File: config.mk
export PLATFORM = sky130hd
export DESIGN_NAME = alu_mdu
export DESIGN_NICKNAME = d
export VERILOG_FILES = /design/src/rtl/alu_pkg.sv /design/src/rtl/alu_div_iter.sv /design/src/rtl/alu_mdu.sv
export SDC_FILE = /design/constraint.sdc
export NUM_CORES = 2
export LEC_CHECK = 0
export ABC_CLOCK_PERIOD_IN_PS = 10770
export CORE_MARGIN = 8
export CORE_UTILIZATION = 40
export CTS_BUF_LIST = sky130_fd_sc_hd__clkbuf_16
export DETAILED_ROUTE_END_ITERATION = 8
export SYNTH_ARGS = -nofsm -noshare
export SYNTH_HDL_FRONTEND = slang
export SYNTH_SLANG_ARGS = --single-unit
File: constraint.sdc
create_clock -name clk -period 10.77 [get_ports clk]
set_clock_uncertainty 0.05 [all_clocks]
set_input_delay 2.154 -clock clk [delete_from_list [all_inputs] [get_ports clk]]
set_output_delay 2.154 -clock clk [all_outputs]
set_load 0.01 [all_outputs]
File: src/rtl/alu_pkg.sv
// Shared definitions for the alu_mdu block.
//   - Base ALU op codes (4-bit, op[4]=0) and M-extension funct3 codes (op[4]=1).
//   - FSM state encoding used by the top level.
//   - XLEN legality helper used at elaboration time.
package alu_pkg;

  // Base ops: op[3:0] when op[4]==0.
  localparam logic [3:0] OP_ADD  = 4'b0000;
  localparam logic [3:0] OP_SUB  = 4'b1000;
  localparam logic [3:0] OP_SLL  = 4'b0001;
  localparam logic [3:0] OP_SLT  = 4'b0010;
  localparam logic [3:0] OP_SLTU = 4'b0011;
  localparam logic [3:0] OP_XOR  = 4'b0100;
  localparam logic [3:0] OP_SRL  = 4'b0101;
  localparam logic [3:0] OP_SRA  = 4'b1101;
  localparam logic [3:0] OP_OR   = 4'b0110;
  localparam logic [3:0] OP_AND  = 4'b0111;

  // M ops: op[2:0] (RISC-V funct3) when op[4]==1.
  localparam logic [2:0] OP_MUL    = 3'b000;
  localparam logic [2:0] OP_MULH   = 3'b001;
  localparam logic [2:0] OP_MULHSU = 3'b010;
  localparam logic [2:0] OP_MULHU  = 3'b011;
  localparam logic [2:0] OP_DIV    = 3'b100;
  localparam logic [2:0] OP_DIVU   = 3'b101;
  localparam logic [2:0] OP_REM    = 3'b110;
  localparam logic [2:0] OP_REMU   = 3'b111;

  typedef enum logic [1:0] {
    IDLE = 2'd0,
    MUL  = 2'd1,
    DIV  = 2'd2,
    DONE = 2'd3
  } alu_state_e;

  function automatic bit xlen_legal(input int xlen);
    return (xlen == 32) || (xlen == 64);
  endfunction

endpackage

File: src/rtl/alu_div_iter.sv
// Iterative restoring divider on unsigned magnitudes, one quotient bit per clock.
//   clk, rst_n    : clock, asynchronous active-low reset
//   i_start       : load operands; the first quotient bit is produced on this edge
//   i_abort       : drop the division in progress (synchronous)
//   i_dividend    : unsigned dividend
//   i_divisor     : unsigned divisor (never zero; zero is handled by the caller)
//   o_busy        : iterations still outstanding
//   o_done        : one-cycle pulse after the last iteration
//   o_quotient    : quotient, valid while o_done is high
//   o_remainder   : remainder, valid while o_done is high
module alu_div_iter
  import alu_pkg::*;
#(
  parameter int XLEN = 32
) (
  input  logic            clk,
  input  logic            rst_n,
  input  logic            i_start,
  input  logic            i_abort,
  input  logic [XLEN-1:0] i_dividend,
  input  logic [XLEN-1:0] i_divisor,
  output logic            o_busy,
  output logic            o_done,
  output logic [XLEN-1:0] o_quotient,
  output logic [XLEN-1:0] o_remainder
);

  localparam int CNT_W = $clog2(XLEN) + 1;
  // The start edge already performs one step, so XLEN-1 remain.
  localparam logic [CNT_W-1:0] CNT_REST = CNT_W'(XLEN - 1);

  logic [XLEN-1:0]  r_quo;
  logic [XLEN-1:0]  r_rem;
  logic [XLEN-1:0]  r_dvs;
  logic [CNT_W-1:0] r_cnt;
  logic             r_done;

  // One restoring step, fed from the inputs on start and from the registers after.
  logic [XLEN-1:0] w_rem_in;
  logic [XLEN-1:0] w_quo_in;
  logic [XLEN-1:0] w_dvs_in;
  logic [XLEN:0]   w_shift;
  logic [XLEN:0]   w_diff;
  logic            w_ge;
  logic [XLEN-1:0] w_rem_nxt;
  logic [XLEN-1:0] w_quo_nxt;

  assign w_rem_in  = i_start ? '0 : r_rem;
  assign w_quo_in  = i_start ? i_dividend : r_quo;
  assign w_dvs_in  = i_start ? i_divisor : r_dvs;
  assign w_shift   = {w_rem_in, w_quo_in[XLEN-1]};
  assign w_diff    = w_shift - {1'b0, w_dvs_in};
  // Partial remainder stays below the divisor, so a borrow lands exactly in the top bit.
  assign w_ge      = ~w_diff[XLEN];
  assign w_rem_nxt = w_ge ? w_diff[XLEN-1:0] : w_shift[XLEN-1:0];
  assign w_quo_nxt = {w_quo_in[XLEN-2:0], w_ge};

  // NOTE: sequential state uses non-blocking assignments so every register samples pre-edge values.
  always_ff @(posedge clk or negedge rst_n) begin
    if (!rst_n) begin
      r_quo  <= '0;
      r_rem  <= '0;
      r_dvs  <= '0;
      r_cnt  <= '0;
      r_done <= 1'b0;
    end else if (i_abort) begin
      r_cnt  <= '0;
      r_done <= 1'b0;
    end else if (i_start) begin
      r_quo  <= w_quo_nxt;
      r_rem  <= w_rem_nxt;
      r_dvs  <= i_divisor;
      r_cnt  <= CNT_REST;
      r_done <= 1'b0;
    end else begin
      r_done <= 1'b0;
      if (r_cnt != '0) begin
        r_quo  <= w_quo_nxt;
        r_rem  <= w_rem_nxt;
        r_cnt  <= r_cnt - CNT_W'(1);
        r_done <= (r_cnt == CNT_W'(1));
      end
    end
  end

  assign o_busy      = (r_cnt != '0);
  assign o_done      = r_done;
  assign o_quotient  = r_quo;
  assign o_remainder = r_rem;

endmodule

File: src/rtl/alu_mdu.sv
// Multi-cycle integer ALU with RV32M/RV64M multiply/divide behind valid/ready.
//   clk, rst_n : clock, asynchronous active-low reset
//   flush      : synchronous abort; beats accept and out_ready in the same cycle
//   in_valid   : request;  in_ready : idle and able to accept
//   op         : op[4]=0 base op (op[3:0]), op[4]=1 M op (op[2:0]=funct3)
//   a, b       : operands, sampled only in the accept cycle
//   out_valid  : result available;  out_ready : consumer takes the result
//   result     : held stable until out_ready
module alu_mdu
  import alu_pkg::*;
#(
  parameter int XLEN    = 32,
  parameter int SHAMT_W = $clog2(XLEN)
) (
  input  logic            clk,
  input  logic            rst_n,
  input  logic            flush,
  input  logic            in_valid,
  output logic            in_ready,
  input  logic [4:0]      op,
  input  logic [XLEN-1:0] a,
  input  logic [XLEN-1:0] b,
  output logic            out_valid,
  input  logic            out_ready,
  output logic [XLEN-1:0] result
);

  if (!xlen_legal(XLEN)) begin : g_bad_xlen
    $error("alu_mdu: XLEN must be 32 or 64");
  end

  alu_state_e      r_state;
  alu_state_e      w_state_nxt;
  logic [XLEN-1:0] r_result;
  logic [XLEN-1:0] w_result_nxt;

  // Operands kept for the multiply cycle and sign info for the divide fix-up.
  logic [XLEN-1:0] r_a;
  logic [XLEN-1:0] r_b;
  logic [1:0]      r_mul_op;
  logic            r_q_neg;
  logic            r_r_neg;
  logic            r_is_rem;

  logic w_accept;
  assign w_accept = in_valid && (r_state == IDLE) && !flush;

  // ---------------- base ALU (evaluated on the live operands) ----------------
  logic [SHAMT_W-1:0] w_shamt;
  logic [XLEN-1:0]    w_base;
  assign w_shamt = b[SHAMT_W-1:0];

  // NOTE: every always_comb output gets a default first, so no path can infer a latch.
  always_comb begin
    w_base = '0;
    case (op[3:0])
      OP_ADD:  w_base = a + b;
      OP_SUB:  w_base = a - b;
      OP_SLL:  w_base = a << w_shamt;
      OP_SLT:  w_base = {{(XLEN-1){1'b0}}, $signed(a) < $signed(b)};
      OP_SLTU: w_base = {{(XLEN-1){1'b0}}, a < b};
      OP_XOR:  w_base = a ^ b;
      OP_SRL:  w_base = a >> w_shamt;
      OP_SRA:  w_base = XLEN'($signed(a) >>> w_shamt);
      OP_OR:   w_base = a | b;
      OP_AND:  w_base = a & b;
      default: w_base = '0;
    endcase
  end

  // ---------------- divide: special cases and magnitudes ----------------
  logic            w_div_signed;
  logic            w_b_zero;
  logic            w_overflow;
  logic            w_div_special;
  logic [XLEN-1:0] w_special_res;
  logic            w_a_neg;
  logic            w_b_neg;
  logic [XLEN-1:0] w_a_mag;
  logic [XLEN-1:0] w_b_mag;

  assign w_div_signed  = !op[0];
  assign w_b_zero      = (b == '0);
  assign w_overflow    = w_div_signed && (a == {1'b1, {(XLEN-1){1'b0}}}) && (&b);
  assign w_div_special = w_b_zero || w_overflow;
  // op[1] selects REM/REMU over DIV/DIVU.
  assign w_special_res = w_b_zero ? (op[1] ? a : '1) : (op[1] ? '0 : a);
  assign w_a_neg       = w_div_signed && a[XLEN-1];
  assign w_b_neg       = w_div_signed && b[XLEN-1];
  assign w_a_mag       = w_a_neg ? -a : a;
  assign w_b_mag       = w_b_neg ? -b : b;

  logic            w_div_start;
  logic            w_div_busy;
  logic            w_div_done;
  logic [XLEN-1:0] w_div_q;
  logic [XLEN-1:0] w_div_r;

  assign w_div_start = w_accept && op[4] && op[2] && !w_div_special;

  alu_div_iter #(.XLEN(XLEN)) u_div (
    .clk        (clk),
    .rst_n      (rst_n),
    .i_start    (w_div_start),
    .i_abort    (flush),
    .i_dividend (w_a_mag),
    .i_divisor  (w_b_mag),
    .o_busy     (w_div_busy),
    .o_done     (w_div_done),
    .o_quotient (w_div_q),
    .o_remainder(w_div_r)
  );

  // The done pulse only follows the final iteration, when busy has already dropped.
  logic            w_div_fin;
  logic [XLEN-1:0] w_div_res;
  assign w_div_fin = w_div_done && !w_div_busy;
  assign w_div_res = r_is_rem ? (r_r_neg ? -w_div_r : w_div_r)
                              : (r_q_neg ? -w_div_q : w_div_q);

  // ---------------- multiply ----------------
  logic              w_mul_a_sgn;
  logic              w_mul_b_sgn;
  logic [2*XLEN-1:0] w_mul_ax;
  logic [2*XLEN-1:0] w_mul_bx;
  logic [2*XLEN-1:0] w_prod;
  logic [XLEN-1:0]   w_mul_res;

  // MUL and MULH treat both signed; MULHSU only a; MULHU neither.
  assign w_mul_a_sgn = (r_mul_op != 2'b11);
  assign w_mul_b_sgn = !r_mul_op[1];
  assign w_mul_ax    = {{XLEN{w_mul_a_sgn && r_a[XLEN-1]}}, r_a};
  assign w_mul_bx    = {{XLEN{w_mul_b_sgn && r_b[XLEN-1]}}, r_b};
  assign w_prod      = w_mul_ax * w_mul_bx;
  assign w_mul_res   = (r_mul_op == 2'b00) ? w_prod[XLEN-1:0] : w_prod[2*XLEN-1:XLEN];

  // ---------------- FSM ----------------
  always_comb begin
    w_state_nxt  = r_state;
    w_result_nxt = r_result;
    if (flush) begin
      w_state_nxt = IDLE;
    end else begin
      case (r_state)
        IDLE: begin
          if (in_valid) begin
            if (!op[4]) begin
              w_result_nxt = w_base;
              w_state_nxt  = DONE;
            end else if (!op[2]) begin
              w_state_nxt = MUL;
            end else if (w_div_special) begin
              w_result_nxt = w_special_res;
              w_state_nxt  = DONE;
            end else begin
              w_state_nxt = DIV;
            end
          end
        end
        MUL: begin
          w_result_nxt = w_mul_res;
          w_state_nxt  = DONE;
        end
        DIV: begin
          if (w_div_fin) begin
            w_result_nxt = w_div_res;
            w_state_nxt  = DONE;
          end
        end
        DONE: begin
          if (out_ready) w_state_nxt = IDLE;
        end
        default: w_state_nxt = IDLE;
      endcase
    end
  end

  always_ff @(posedge clk or negedge rst_n) begin
    if (!rst_n) begin
      r_state  <= IDLE;
      r_result <= '0;
      r_a      <= '0;
      r_b      <= '0;
      r_mul_op <= '0;
      r_q_neg  <= 1'b0;
      r_r_neg  <= 1'b0;
      r_is_rem <= 1'b0;
    end else begin
      r_state  <= w_state_nxt;
      r_result <= w_result_nxt;
      if (w_accept) begin
        r_a      <= a;
        r_b      <= b;
        r_mul_op <= op[1:0];
        r_q_neg  <= w_a_neg ^ w_b_neg;
        r_r_neg  <= w_a_neg;
        r_is_rem <= op[1];
      end
    end
  end

  assign in_ready  = (r_state == IDLE);
  assign out_valid = (r_state == DONE);
  assign result    = r_result;

endmodule

==> results.md <==
STA:
- The final number of setup-violating endpoints is 0.
- The final sum of negative setup slack is 0 ns.
- The count of endpoints failing hold in the final timing report was 0.
- Setup repair after global routing left no endpoint under its margin.
- The time the worst path needs with I/O delays and setup is 9.56 ns.
- Based on the critical path, the design can be clocked at up to about 0.10 GHz.
- The worst-case headroom to the max-slew limit is 6.05%.
- The actual slew at the worst max-slew pin is between 1 and 1.5 ns.
- The max-slew violation count was 0.
- The final period utilization is between 80 and 90%.

Synthesis:
- Summing every instance area after synthesis gives a little over 60000 sq um.
- inv_1 is the most common cell in the netlist.
- In the synthesized netlist the dominant register cell turns out to be dfrtp_1.
- In the synthesized netlist, the number of instances is 7214.
- In the synthesized netlist the async set-or-reset flop fraction comes to 100%.
- Sorting the synthesized cells by how often they occur yields 1264 x inv_1, 1128 x fa_1, 1091 x nand2_1, 417 x clkbuf_1, 401 x and2_1.
- The total nets after synthesis is a little under 9000.
- The flop and latch count out of synthesis is 205.
- Sorting the synthesized cells by area gives the leading types as fa_1 37%, dfrtp_1 8.4%, inv_1 7.8%.
- The share of the yosys chip area belonging to registers is about 8.4%.
- The post-synthesis area per instance is around 8.4 sq um.
- Counting distinct cell types in the post-synthesis netlist gives 94.
- Summed over all instances, the cell type with the most area after synthesis is fa_1.
- The top cell type by area accounts for a little under two fifths of the synthesized area.
- The count of flip-flops with a built-in enable after synthesis is 0.
- The number of warning messages in the yosys log is 0.

Clocking:
- The sink count of the clock tree is between 200 and 250.
- For this design, the CTS-stage hold fixing added 0 buffers.
- The largest buffer count on any clock path is 3.
- Clock latency on the worst-skew pair, taken at its later pin, is 0.63 ns.
- After clock tree synthesis, the setup repair step added 0 buffers.
- The number of gates resized after CTS is 0.
- TritonCTS built the clock tree.
- CTS built an H-tree with a depth of 1.
- TritonCTS created 26 clock buffers.
- The root buffer cell is clkbuf_16.
- After clock tree synthesis, the clock-pin slew on the worst setup and hold paths is 0.07 ns.

Critical path:
- The start of the worst register-to-register path is r_a[31]$_DFFE_PN0P_.
- STA classifies the critical path endpoint as a register.
- The maximum fanout along the worst path is 31.
- Across all register-to-register paths, the minimum setup slack is roughly 1.2 ns.
- The critical path required time is ~11 ns.
- By startpoint and endpoint, the worst setup path is classified as register to register.
- The launching element type of the critical path is a register.
- The highest cell delay on the worst timing path is just over 0.8 ns.
- In this design, the critical path's most frequently occurring cell is fa_1.
- The top cell family by delay on the critical path is adder cells.
- Among all stages on the critical path, the largest delay is contributed by fa_1.
- The data arrival time of the critical path is roughly 10 ns.
- The number of cells on the worst reg-to-reg path is 29.
- The count of buffering cells on the critical path with inverters included is 8.
- The critical register-to-register path endpoint is result[31]$_DFFE_PN0P_.

Final layout:
- The area growth from synthesis to layout is 6.38%.
- The area used by sequential logic in the layout is 5140 sq um.
- The filler cells instantiated in the layout total 15194.
- The utilization after layout is a little over two fifths.
- The area of the multi-input gates is about 49000 sq um.
- The area of all placed cells without fillers is between 60000 and 70000 sq um.
- Cells with a size suffix above 1 make up under 10% of the layout.
- The finished layout holds about 9000 standard cells, fillers aside.
- The number of nets at the end of the flow is between 8000 and 9000.

Status:
- The run finished with clean final reports.

Placed design:
- Counting tap cells, the placed design contains a total of ~9000 instances.
- The port buffer count is between 100 and 150.
- The HPWL after detailed placement is between 150000 and 200000 microns.
- The final weighted congestion in routability-driven placement is roughly 1.1.
- Once placement finished, the instance area stood at 63800 sq um.

Detailed routing:
- The first routing iteration left about 4600 violations.
- For this block, the via count after detailed routing is around 52000.
- The routed design has approximately 230000 microns of wire.
- The remaining routing DRC violations is 0.
- The count of nets left with antenna violations once routing finished came out at 0.
- After detailed routing, the average wire length per cell comes to 25.8 microns.
- The number of detailed-route iterations in the first pass is 6.
- The number of vias per cell is 5.76.

GRT:
- The maximum number of pins on one net before global-route repair is between 100 and 150.
- The via count of the first global-routing pass is 54348.
- The initial antenna violation count is 15.
- The total overflow left after global routing is 0.
- The first global-routing pass estimated about 360000 microns of wire.
- The global routing usage summed across all routing layers is between 20 and 30%.

Flow run:
- The number of max-cap violations is 0.

Floorplanning:
- The initial utilization of the core area, before any placement, comes to between 40% and 50%.
- The count of boundary I/O pins is 108.
- The number of cell rows is ~140.
- The core box area is around 150000 sq um.
- From left edge to right edge, the die measures ~410 microns.
- The vertical die dimension is about 410 microns.
- The die covers between 150000 and 200000 sq um.

Min path:
- The worst hold path terminates at r_b[29]$_DFFE_PN0P_.
- In this run the most critical hold path is launched from r_b[29]$_DFFE_PN0P_.
- The number of instances on the worst hold path is 2.
- The worst min-delay path category is register to register.
-- state kept, by name (all words and copies together), names as in the netlist, 2 cells and up --
name	count
r_a	32
r_b	32
result	32
u_div.o_quotient	32
u_div.o_remainder	32
u_div.r_dvs	32
u_div.r_cnt	6
r_mul_op	2
r_state	2
-- worst max path at each step --
stage / start / endpoint / slack [ns] / cells past startpoint
2_1_floorplan: b[1] / u_div.o_remainder[10]$_DFFE_PN0P_ / 2.10 / 30
3_3_place_gp: a[2] / u_div.o_remainder[0]$_DFFE_PN0P_ / 1.36 / 23
3_5_place_dp: r_a[31]$_DFFE_PN0P_ / result[31]$_DFFE_PN0P_ / 1.23 / 29
4_1_cts: r_a[31]$_DFFE_PN0P_ / result[31]$_DFFE_PN0P_ / 1.19 / 29
5_1_grt: r_a[31]$_DFFE_PN0P_ / result[31]$_DFFE_PN0P_ / 0.59 / 29
6_report: r_a[31]$_DFFE_PN0P_ / result[31]$_DFFE_PN0P_ / 1.21 / 29
-- metrics by stage --
stage	hold WS, ns	setup slack (ns)
after CTS	0.424	1.19
after floorplan	0.389	2.10
final	0.429	1.21
after global routing	0.452	0.594
after global placement	0.402	1.36
after detailed placement	0.409	1.23
-- cell families after synthesis --
logic type | count (synthesis) | share of synthesized area [%]
adder cells (fa/ha/maj) | 1482 | 44.4
buffers and inverters | 1737 | 10.8
multiplexers | 155 | 3.60
AND/OR/NAND/NOR | 2195 | 16.7
XOR/XNOR | 228 | 3.31
flip-flops | 205 | 8.43
AO/OA/AOI/OAI | 1212 | 12.7
-- cells in the final DEF, fill, tap and decap left out, types with 23 or more instances in the layout --
cell and n:
inv_1 1266, fa_1 1128, nand2_1 1091, and2_1 401, ha_1 352, o21ai_0 342, nor2_1 317, a21oi_1 285
dfrtp_1 193, xnor2_1 164, buf_4 160, clkdlybuf4s50_1 101, mux2i_1 85, nor3_1 66, nand3_1 65, xor2_1 63
a21o_1 56, a211oi_1 55, o211ai_1 51, mux4_2 49, o31ai_1 44, nand4_1 40, a31oi_1 38, o21ai_1 33
o21a_1 32, nor4_1 30, nand2b_1 29, or3_1 28, o41ai_1 28, clkbuf_16 26, a221oi_1 24, or2_2 23
o21bai_1 23, a22oi_1 23
-- worst reg2reg max path: cells and delay by family (launching register included) --
family          cells  cell delay, ns
fa+ha+maj           9            5.08
compound gates      7            1.78
simple gates        5            0.57
buf+inv             8            1.50
flops               1            0.39
-- per-layer routing --
layer	vias up	global-route usage [%]	wire (microns)
met5	-	0.848	229
met4	8	13.2	13800
met3	564	5.56	20800
met2	2561	44.7	104000
met1	26748	38.0	95500
li1	22496	-	-
-- final cells by class --
class | count | share of cell area, %
multi-input cells | 5272 | 75.9
flip-flops and latches | 205 | 7.95
inverters | 1267 | 7.35
well taps | 2030 | 3.92
repair buffers | 265 | 3.46
clock buffers | 26 | 1.01
clock inverters | 22 | 0.319
diodes | 11 | 0.0425
Power is left out: the tool's default activity adds up to more than one toggle a clock period on the data nets, which glitch-free logic cannot reach.
